$ cat src/rtl/branch_slot_ctrl.sv
`default_nettype none
// ============================================================================
// Module   : branch_slot_ctrl
// Brief    : Tracks branch/jump instructions crossing ID->EX and tags the next
//            real instruction entering EX as a delay-slot instruction, even
//            across bubbles and stalls. Supplies EPC/BD values for CP0.
// Revision : 1.0 - initial release
// ============================================================================
module branch_slot_ctrl #(
    parameter int PC_W = 32
) (
    input  logic            clk,
    input  logic            rst,
    input  logic            id_valid_i,
    input  logic [PC_W-1:0] id_pc_i,
    input  logic            id_is_jmp_i,
    input  logic            id_is_jr_i,
    input  logic            id_is_branch_i,
    input  logic            stall_i,
    input  logic            flush_i,
    output logic            ex_valid_o,
    output logic [PC_W-1:0] ex_pc_o,
    output logic            ex_in_delay_slot_o,
    output logic [PC_W-1:0] ex_branch_pc_o,
    output logic [PC_W-1:0] ex_epc_o,
    output logic            ex_bd_o,
    output logic            nested_err_o
);

    // NORM: nothing pending; WAIT_SLOT: branch seen, slot not yet in EX;
    // SLOT: EX currently holds the slot instruction.
    typedef enum logic [1:0] {
        NORM      = 2'd0,
        WAIT_SLOT = 2'd1,
        SLOT      = 2'd2
    } state_t;

    state_t          state_q, state_d;
    logic            ex_valid_q, ex_valid_d;
    logic [PC_W-1:0] ex_pc_q, ex_pc_d;
    logic            ex_ds_q, ex_ds_d;
    logic [PC_W-1:0] ex_bpc_q, ex_bpc_d;
    logic [PC_W-1:0] br_pc_q, br_pc_d;
    logic            nested_q, nested_d;

    logic            w_id_ctl;

    assign w_id_ctl = id_is_jmp_i | id_is_jr_i | id_is_branch_i;

    // State and EX-stage registers; reset takes effect without waiting for a clock edge.
    always_ff @(posedge clk or posedge rst) begin
        if (rst) begin
            state_q    <= NORM;
            ex_valid_q <= 1'b0;
            ex_pc_q    <= '0;
            ex_ds_q    <= 1'b0;
            ex_bpc_q   <= '0;
            br_pc_q    <= '0;
            nested_q   <= 1'b0;
        end else begin
            state_q    <= state_d;
            ex_valid_q <= ex_valid_d;
            ex_pc_q    <= ex_pc_d;
            ex_ds_q    <= ex_ds_d;
            ex_bpc_q   <= ex_bpc_d;
            br_pc_q    <= br_pc_d;
            nested_q   <= nested_d;
        end
    end

    // Next-state logic: flush beats stall, stall holds everything, then bubble/advance.
    always_comb begin
        state_d    = state_q;
        ex_valid_d = ex_valid_q;
        ex_pc_d    = ex_pc_q;
        ex_ds_d    = ex_ds_q;
        ex_bpc_d   = ex_bpc_q;
        br_pc_d    = br_pc_q;
        nested_d   = nested_q;

        if (flush_i) begin
            // Cancels any pending slot; the sticky error survives a flush.
            state_d    = NORM;
            ex_valid_d = 1'b0;
            ex_ds_d    = 1'b0;
            ex_bpc_d   = '0;
            br_pc_d    = '0;
        end else if (stall_i) begin
            state_d = state_q;
        end else if (!id_valid_i) begin
            // Bubble: a pending slot (WAIT_SLOT) must survive, only SLOT retires.
            ex_valid_d = 1'b0;
            ex_ds_d    = 1'b0;
            ex_bpc_d   = '0;
            if (state_q == SLOT) begin
                state_d = NORM;
            end
        end else begin
            ex_valid_d = 1'b1;
            ex_pc_d    = id_pc_i;
            if (state_q == WAIT_SLOT) begin
                // Slot instruction arrives; a control transfer here is illegal
                // and is not allowed to open another slot.
                ex_ds_d  = 1'b1;
                ex_bpc_d = br_pc_q;
                state_d  = SLOT;
                if (w_id_ctl) begin
                    nested_d = 1'b1;
                end
            end else begin
                ex_ds_d  = 1'b0;
                ex_bpc_d = '0;
                if (w_id_ctl) begin
                    state_d = WAIT_SLOT;
                    br_pc_d = id_pc_i;
                end else begin
                    state_d = NORM;
                end
            end
        end
    end

    assign ex_valid_o         = ex_valid_q;
    assign ex_pc_o            = ex_pc_q;
    assign ex_in_delay_slot_o = ex_ds_q;
    assign ex_branch_pc_o     = ex_bpc_q;
    assign ex_epc_o           = ex_ds_q ? ex_bpc_q : ex_pc_q;
    assign ex_bd_o            = ex_ds_q;
    assign nested_err_o       = nested_q;

endmodule
`default_nettype wire

$ cat config.mk
export PLATFORM = sky130hd
export DESIGN_NAME = branch_slot_ctrl
export DESIGN_NICKNAME = d
export VERILOG_FILES = /design/src/rtl/branch_slot_ctrl.sv
export SDC_FILE = /design/constraint.sdc
export NUM_CORES = 1
export LEC_CHECK = 0
export CAP_MARGIN = 20
export CORE_MARGIN = 2
export CORE_UTILIZATION = 35
export CTS_BUF_LIST = sky130_fd_sc_hd__clkbuf_16
export DETAILED_ROUTE_END_ITERATION = 8
export PLACE_DENSITY = 0.69
export RECOVER_POWER = 100
export SLEW_MARGIN = 20
export SYNTH_ARGS = -nofsm -noshare
export SYNTH_HDL_FRONTEND = slang
export SYNTH_SLANG_ARGS = --single-unit
$ cat constraint.sdc
create_clock -name clk -period 6.7 [get_ports clk]
set_input_delay 1.005 -clock clk [delete_from_list [all_inputs] [get_ports clk]]
set_output_delay 1.005 -clock clk [all_outputs]
set_load 0.01 [all_outputs]
; Yosys cells after proc, flatten, opt, wreduce, memory -nomap -nowiden
; Index checks and enable logic that the tools add are counted.
[totals]
ff_bits = 101
input_bits = 40
output_inout_bits = 100
elab_cells = 45
[classes]
eq_ne = 4
mux = 23
n_bitwise = 4
reduce_logical = 7
[ops]
columns = op, count
row1 = $mux W32, 10
row2 = $mux W2, 5
row3 = $mux W1, 8
row4 = $reduce_and A5 Y1, 1
row5 = $reduce_and A4 Y1, 1
row6 = $reduce_bool A2 Y1, 2
row7 = $reduce_and A3 Y1, 1
row8 = $reduce_bool A3 Y1, 1
row9 = $eq A2 B1 Y1 const B, 1
row10 = $eq A2 B2 Y1 const B, 1
row11 = $ne A2 B1 Y1 const B, 1
row12 = $ne A2 B2 Y1 const B, 1
row13 = $not A1 Y1, 2
row14 = $or A1 B1 Y1, 2
row15 = $reduce_and A2 Y1, 1

; Depth between registers and ports, before layout
[logic_depth]
word_depth = 7
mapped_depth = 6

; Least setup slack after synthesis
; OpenSTA, ideal clock, no wires.
[synth_path]
path_kind = flip-flop to output port
from = register ex_ds_q (netlist: ex_bd_o)
to = output ex_epc_o[10]
t_arrival_ns = 1.361
slack_ns = 4.334
path_stages_with_launch = 4
path_buffers = 2
path_cell_list = dfrtp_1 clkbuf_1 clkbuf_1 mux2_2
[synth_via]
elab_chain_cells = 1
[synth_lines]
columns = element, line
row1 = from (decl), 41  ; logic ex_ds_q, ex_ds_d;
row2 = from (signal assigned), 64  ; ex_ds_q <= ex_ds_d;
row3 = $mux W32, 127  ; assign ex_epc_o = ex_ds_q ? ex_bpc_q : ex_pc_q;
row4 = to (decl), 25  ; output logic [PC_W-1:0] ex_epc_o,
; Every way passes these cells.

; Worst setup path after layout
[layout_path]
from = input flush_i
to = register ex_bpc_q[31] (netlist: ex_branch_pc_o[31])
[layout_via]
elab_chain_cells = 1
[layout_lines]
columns = element, line
row1 = from (decl), 20  ; input logic flush_i,
row2 = $ne A2 B1 Y1 (no source line) / $mux W32 (equally long branches), n/a
row3 = to (signal assigned), 65  ; ex_bpc_q <= ex_bpc_d;
row4 = to (decl), 42  ; logic [PC_W-1:0] ex_bpc_q, ex_bpc_d;
; Several ways; a longest one is shown, not always the timed one.
; A chain may end at the register's enable or synchronous reset.

==> run summary <==
Vias per cell: 5.19
RSZ-0062 raised after global routing: false
WHS: 473 ps
Seq/Total Area, Yosys: 0.556
CTS tree: done
Final Critical Period: 4350 ps
Tcrit/Tclk final: 0.649
Crit. End Element: register
CTS clk-pin slew, worst paths: 70 ps
Syn. warnings: 0
DR iter-0 viols: 189
List of most frequent post-synthesis cells: dfrtp_1, mux2_2
Post-CTS sizing: 0
Slowest cell delay on critical path: 2140 ps
Post-Place Setup Slack: 3350 ps
Routability Congestion: 0.719
Final setup fails: 0
Worst Hold Class: register to register
Layout cells sized above 1: 0.185
Pleak: 2.75 nW
Die Ht: 118 um
Maxcap violations: 2
Port bufs: 139
Clock Sinks: 101
Top-area cell type share of the netlist area: 0.556
Ranking of synthesized cells by area: dfrtp_1, mux2_2, a22o_1
CP Class: input port to register
#FFs+latches synth: 101
Top-count cell post-synth: dfrtp_1
Ant diodes: 0
Initial Util: 0.360
Post-DP HPWL: 7.19 mm
Top_reg_cell synth: dfrtp_1
Number of synthesized flops with an enable pin: 0
TritonRoute pass-1 iters: 4
PD cells: 245 nW/um^2
H-tree Lvls: 3
Vias: 3336
Worst path cell trace: dlygate4sd3_1 > clkbuf_1 > nor2b_1 > a22o_1
Ports: 140
Violated checks: capacitance limit, slew limit
Row count: 41
Pins Over Slew Limit: 89
Gr ovfl total: 0
Synth unique cells: 23
Worst skew pair latency: 340 ps
Worst VDD drop: 0.105 mV
Antenna-violating nets left: 0
Detailed Route WL: 11.2 mm
Mapped Cells: 349
Die area: 13900 um^2
Initial antenna violation count: 0
Max-slew headroom: -0.740
Max Clk Rate: 0.230 GHz
Final Hold Viols: 0
Cells after DPL: 627
Crit path launch type: input port
Residual DRC: 0
Area grow syn2layout: 38.4%
Number of global-route vias before repair: 3538
Fraction of registers with async set/reset: 1.00
WL/cell: 17.4 um
Tot GR Track Use: 0.166
Non-filler instance count after layout: 643
Final Net Count: 506
Mapped cell area: 4540 um^2
First-pass GRT wire length: 18.9 mm
Setup_tns: 0 ps
Postcts setup bufs: 0
CTS buffer count: 9
Status: finished, violations left
Die width: 118 um
Syn Nets: 389
Max clock buf depth: 2
Maximum number of pins on one net before global-route repair: 53
Clk_skew: 7.82 ps
Total power: 1.54 mW
Post-synth top area cell: dfrtp_1
Syn Area/Cell: 13.0 um^2
CTS root buf: clkbuf_16
WP data required: 6970 ps
Slowest stage cell, crit path: nor2b_1
Total core area: 12600 um^2
Setup ws final: 2350 ps
CP max FO: 36
Hold_buf cts: 0
Slew @ Worst Pin: 2600 ps
Crit path DAT: 4620 ps
through the flow:
step / util / area, um^2
after floorplan: - / 4540
after global placement: 0.476 / 6010
after detailed placement: 0.476 / 6010
after CTS: 0.499 / 6300
after global routing: 0.498 / 6280
final: 0.498 / 6280
where the power goes:
group | internal, mW | switching (mW) | total (mW) | leakage [nW]
sequential | 0.659 | 0.0324 | 0.691 | 1.33
combinational | 0.191 | 0.139 | 0.331 | 1.28
clock | 0.288 | 0.228 | 0.515 | 0.144
total | 1.14 | 0.399 | 1.54 | 2.75
critical path, delay by kind of cell:
family          cells  cell delay (ps)
compound gates      1              390
buf+inv             2             1070
simple gates        1             2140
sequential cells by signal (all words and copies together) (netlist names):
signal and cells:
br_pc_q 32, ex_bd_o 1, ex_branch_pc_o 32, ex_pc_o 32, ex_valid_o 1, nested_err_o 1
state_q 2
routing by layer:
| layer | wire (um) | GRT usage |
|---|---|---|
| met5 | 0 | 0 |
| met4 | 158 | 0.0527 |
| met3 | 613 | 0.0359 |
| met2 | 5360 | 0.262 |
| met1 | 5030 | 0.227 |
cells in the final DEF (no fill, tap or decap):
cell type,Yosys,final
clkinvlp_2,0,1
clkinv_1,0,1
or3_1,1,1
and2_2,0,1
mux2i_1,1,1
mux2_2,64,64
nor4_1,32,32
nor2b_1,2,1
nand2b_4,1,1
clkinv_4,0,2
clkbuf_1,23,2
a22o_1,32,32
clkbuf_16,0,9
a21o_1,1,1
a21oi_1,1,1
o21bai_1,1,1
dfrtp_1,101,101
nand2b_1,32,32
bufinv_16,0,1
inv_1,2,2
clkinv_2,0,1
buf_4,4,3
dlygate4sd3_1,0,101
nor3b_4,1,1
clkinvlp_4,0,1
clkdlybuf4s50_1,0,38
a32o_1,1,1
nand2_1,4,4
a31o_1,32,32
nor3_4,0,1
nor2b_4,0,1
logic make-up after synthesis:
kind of cell / Yosys count / synth area share
compound gates: 68 / 0.130
buf+inv: 40 / 0.0463
flops: 101 / 0.556
mux: 65 / 0.161
simple gates: 75 / 0.106
worst paths after layout:
kind	start	to	slack [ps]	cells after the start
setup / recovery	flush_i	ex_branch_pc_o[31]	2350	4
hold / removal	nested_err_o	nested_err_o	470	1
setup reg to reg	state_q[1]	br_pc_q[18]	4190	3
hold reg to reg	nested_err_o	nested_err_o	470	1
max in group asynchronous	rst	br_pc_q[6]	3540	3
min in group asynchronous	rst	br_pc_q[18]	1700	2
area by class of cell:
class                      count  area, um^2
clock inverter                 7        67.6
multi-input combinational    208        1820
inverter                       2        8.76
sequential                   101        2530
timing repair buffer         144        1420
fill                        1141        6330
tap                          172         215
clock buffer                   9         225
Note: power is estimated with default switching activity, not from simulation.
==> RTL edit 1 (same flow settings) <==
Change the parameter `PC_W` from 32 to 64.
--- a/src/rtl/branch_slot_ctrl.sv
+++ b/src/rtl/branch_slot_ctrl.sv
@@ -7,7 +7,7 @@
 // Revision : 1.0 - initial release
 // ============================================================================
 module branch_slot_ctrl #(
-    parameter int PC_W = 32
+    parameter int PC_W = 64
 ) (
     input  logic            clk,
     input  logic            rst,
Ports: changed (resized ex_branch_pc_o, ex_epc_o, ex_pc_o and id_pc_i); port bits go from 140 to 268. No check against the original RTL was run, so the function may have changed too.
==> RTL edit 1 against the unedited design <==
Worst setup slack worse by 0.52 ns; final cell count is 92% higher; synthesized area is 93% higher; via count is 94% higher; register-to-register slack worse by 1.6 ns; the flow still finishes with violations (max-capacitance violations, max-slew violations); hold slack better by 0.0034 ns; power is 93% higher; combinational power is 97% higher; final area is 93% higher; non-clock buffer count is 135 higher; die area is 89% higher; wire length is 110% higher; sequential cell count is 96 higher; fmax is 11% lower.
==> RTL edit 1: results (changes against the unedited design) <==
[status]
failed_checks=max-capacitance violations, max-slew violations
outcome=finished with violations

[layout]
clock_tree_area_fraction=0.04527  ; -0.001319
utilization=0.4949  ; -0.003106
signal_buffers=279  ; +94%
fill_cells=2176  ; +91%
multiInputGateArea_mm2=0.003472  ; +91%

[synthesis]
synth_mux_area_frac=0.1655  ; +0.004667
yosys-top-cells-count=197 x dfrtp_1, 128 x mux2_2, 65 x nand2b_1, 64 x a22o_1, 64 x nor4_1
ys_top_cells_by_area=dfrtp_1 56%, mux2_2 16%, a22o_1 6.4%
ys_types=24  ; +4.3%
synth_compound_area_frac=0.1313  ; +0.001270
seq_area_frac_synth=0.5623  ; +0.005821

[grt]
grt_start_max_net_pins=79  ; +49%
use_met3=0.03856  ; +0.002707
use_met1=0.2466  ; +0.01907
grt_pass1_vias=6733  ; +90%

[worst_setup_path]
worst_path_max_delay_cell=clkbuf_1
r2r_slack_ns=2.57  ; -1.62 ns
r2r-end=ex_branch_pc_o[33]$_DFFE_PP0P_
reg2reg_depth=4  ; +1
path_max_fanout=53  ; +47%

[power]
peakVddDrop_mv=0.1516  ; +45%

[placement]
dp_hpwl_um=15020  ; +110%
pre_cts_ws_ns=2.952  ; -0.4002 ns

[die]
taps=324  ; +88%

[job]
cap_violations=6  ; +4

[timing]
drv_slew=279  ; +210%

[RTL edit 1: cell types whose count changed after synthesis, moves of 3 or more]
cell,delta
a31o_1,+17
a22o_1,+32
nand2b_1,+33
nor4_1,+32
buf_1,+3
mux2_2,+64
a31o_2,+15
dfrtp_1,+96
clkbuf_1,+8
buf_2,+20
[RTL edit 1: metal layers]
metal	up-vias	wire length [um]
met5	-	0
met4	0	215
met3	12	1237
met2	206	11280
met1	3281	10800
li1	2979	-
[RTL edit 1: how the worst max path moves through the flow]
stage / depth (start not counted) / end / startpoint / slack [ns]
6_report: 5 / ex_branch_pc_o[60]$_DFFE_PP0P_ / flush_i / 1.83
5_1_grt: 5 / ex_branch_pc_o[22]$_DFFE_PP0P_ / flush_i / 1.47
4_1_cts: 3 / ex_epc_o[53] / ex_bd_o$_DFFE_PP0P_ / 2.98
3_5_place_dp: 6 / br_pc_q[54]$_DFFE_PP0P_ / id_is_jr_i / 2.95
3_3_place_gp: 6 / br_pc_q[43]$_DFFE_PP0P_ / id_is_jr_i / 2.96
2_1_floorplan: 1 / br_pc_q[0]$_DFFE_PP0P_ / rst / 0.33
[RTL edit 1: cell families (layout without fill, tap and decap cells)]
| family | count (synthesis) | after routing |
|---|---|---|
| flops | 197 | 197 |
| mux | 129 | 129 |
| compound gates | 132 | 132 |
| simple gates | 139 | 139 |
| buf+inv | 73 | 312 |
[RTL edit 1: critical path, delay by kind of cell]
kind / cells / cell delay [ns]
buf+inv: 3 / 2.61
simple gates: 1 / 1.11
compound gates: 1 / 0.37
[RTL edit 1: report_power, final]
part,switching [mW],internal (mW)
sequential,0.0652,1.28
clock,0.479,0.486
combinational,0.279,0.373
total,0.823,2.14
==> RTL edit 2 (same flow settings) <==
Without the edit above. Encoding of `state_t`: now one-hot (3 bits for 3 states).
--- a/src/rtl/branch_slot_ctrl.sv
+++ b/src/rtl/branch_slot_ctrl.sv
@@ -29,10 +29,10 @@
 
     // NORM: nothing pending; WAIT_SLOT: branch seen, slot not yet in EX;
     // SLOT: EX currently holds the slot instruction.
-    typedef enum logic [1:0] {
-        NORM      = 2'd0,
-        WAIT_SLOT = 2'd1,
-        SLOT      = 2'd2
+    typedef enum logic [2:0] {
+        NORM      = 3'b001,
+        WAIT_SLOT = 3'b010,
+        SLOT      = 3'b100
     } state_t;
 
     state_t          state_q, state_d;
Formal check against the unedited RTL: no difference found for any inputs over 4 cycles, from zero or initial values and one cycle with rst high; so few cycles prove little.
==> RTL edit 2 against the unedited design <==
The flow still finishes with violations (max-capacitance violations, max-slew violations); sequential cell count rose by 1; global-route usage fell by 0.66 points; power fell by 5.0%; final area fell by 3.7%; synthesized area fell by 4.0%; fmax rose by 1.3%; first-iteration DRC count fell by 49%; worst setup slack improved by 0.054 ns; register-to-register slack got worse by 0.13 ns; wire length fell by 7.7%; critical endpoint is now ex_branch_pc_o[8]$_DFFE_PP0P_.
==> RTL edit 2: results (changes against the unedited design) <==
[timing]
drv_slew=117  ; +31%
setup_slack_ns=2.404  ; +0.05406 ns

[worst_setup_path]
path_max_fanout=35  ; -2.8%
crit_end=ex_branch_pc_o[8]$_DFFE_PP0P_
startpoint=stall_i

[hold_path]
hold_start=ex_valid_o$_DFFE_PP0P_
whs_endpoint=ex_valid_o$_DFFE_PP0P_

[job]
cap_violations=3  ; +1

[power]
peakVddDrop_mv=0.1437  ; +38%
power.leakage_nw=2.684  ; -2.4%

[grt]
grt_pass1_wl_um=16750  ; -11%
use_met3=0.04236  ; +0.006511
grt_usage=0.1591  ; -0.006634

[placement]
placed_area_mm2=0.005842  ; -2.8%
dp_hpwl_um=6758  ; -6.0%
placedCellCount=632  ; +0.80%

[synthesis]
ys_types=26  ; +13%
ys_top_cells_by_area=dfrtp_1 58%, mux2_2 17%, a22o_1 6.4%

[detailed_routing]
top_layer=met5
via_per_inst=4.819  ; -7.1%
wl_met1_um=4541  ; -9.6%
wirelength_um=10300  ; -7.7%
drt_iter0_drc=97  ; -49%

[status]
outcome=finished with violations
failed_checks=max-capacitance violations, max-slew violations

-- RTL edit 2: critical path, cell delays in order --
cell and delay, ns:
dlygate4sd3_1 0.59, nand2b_1 0.31, nor2_4 0.85, and2_0 1.50, a22o_1 0.29
-- RTL edit 2: cell families after synthesis --
kind of cell	after synthesis	share of synthesized area
compound gates	74	0.1251
buf+inv	30	0.03874
flops	102	0.5857
mux	64	0.1653
simple gates	79	0.08522
-- RTL edit 2: cell type report --
cell class / count / area, um2
tap: 168 / 210.2
inverter: 3 / 12.51
clock buffer: 9 / 225.2
fill: 1125 / 6011
multi-input combinational: 217 / 1608
clock inverter: 7 / 32.53
sequential: 102 / 2554
timing repair buffer: 142 / 1409
-- RTL edit 2: power by group --
part	internal, mW	switching, mW	leakage (nW)
Clock	0.245	0.212	0.129
Sequential	0.664	0.0313	1.34
Combinational	0.180	0.128	1.21
Total	1.09	0.371	2.68
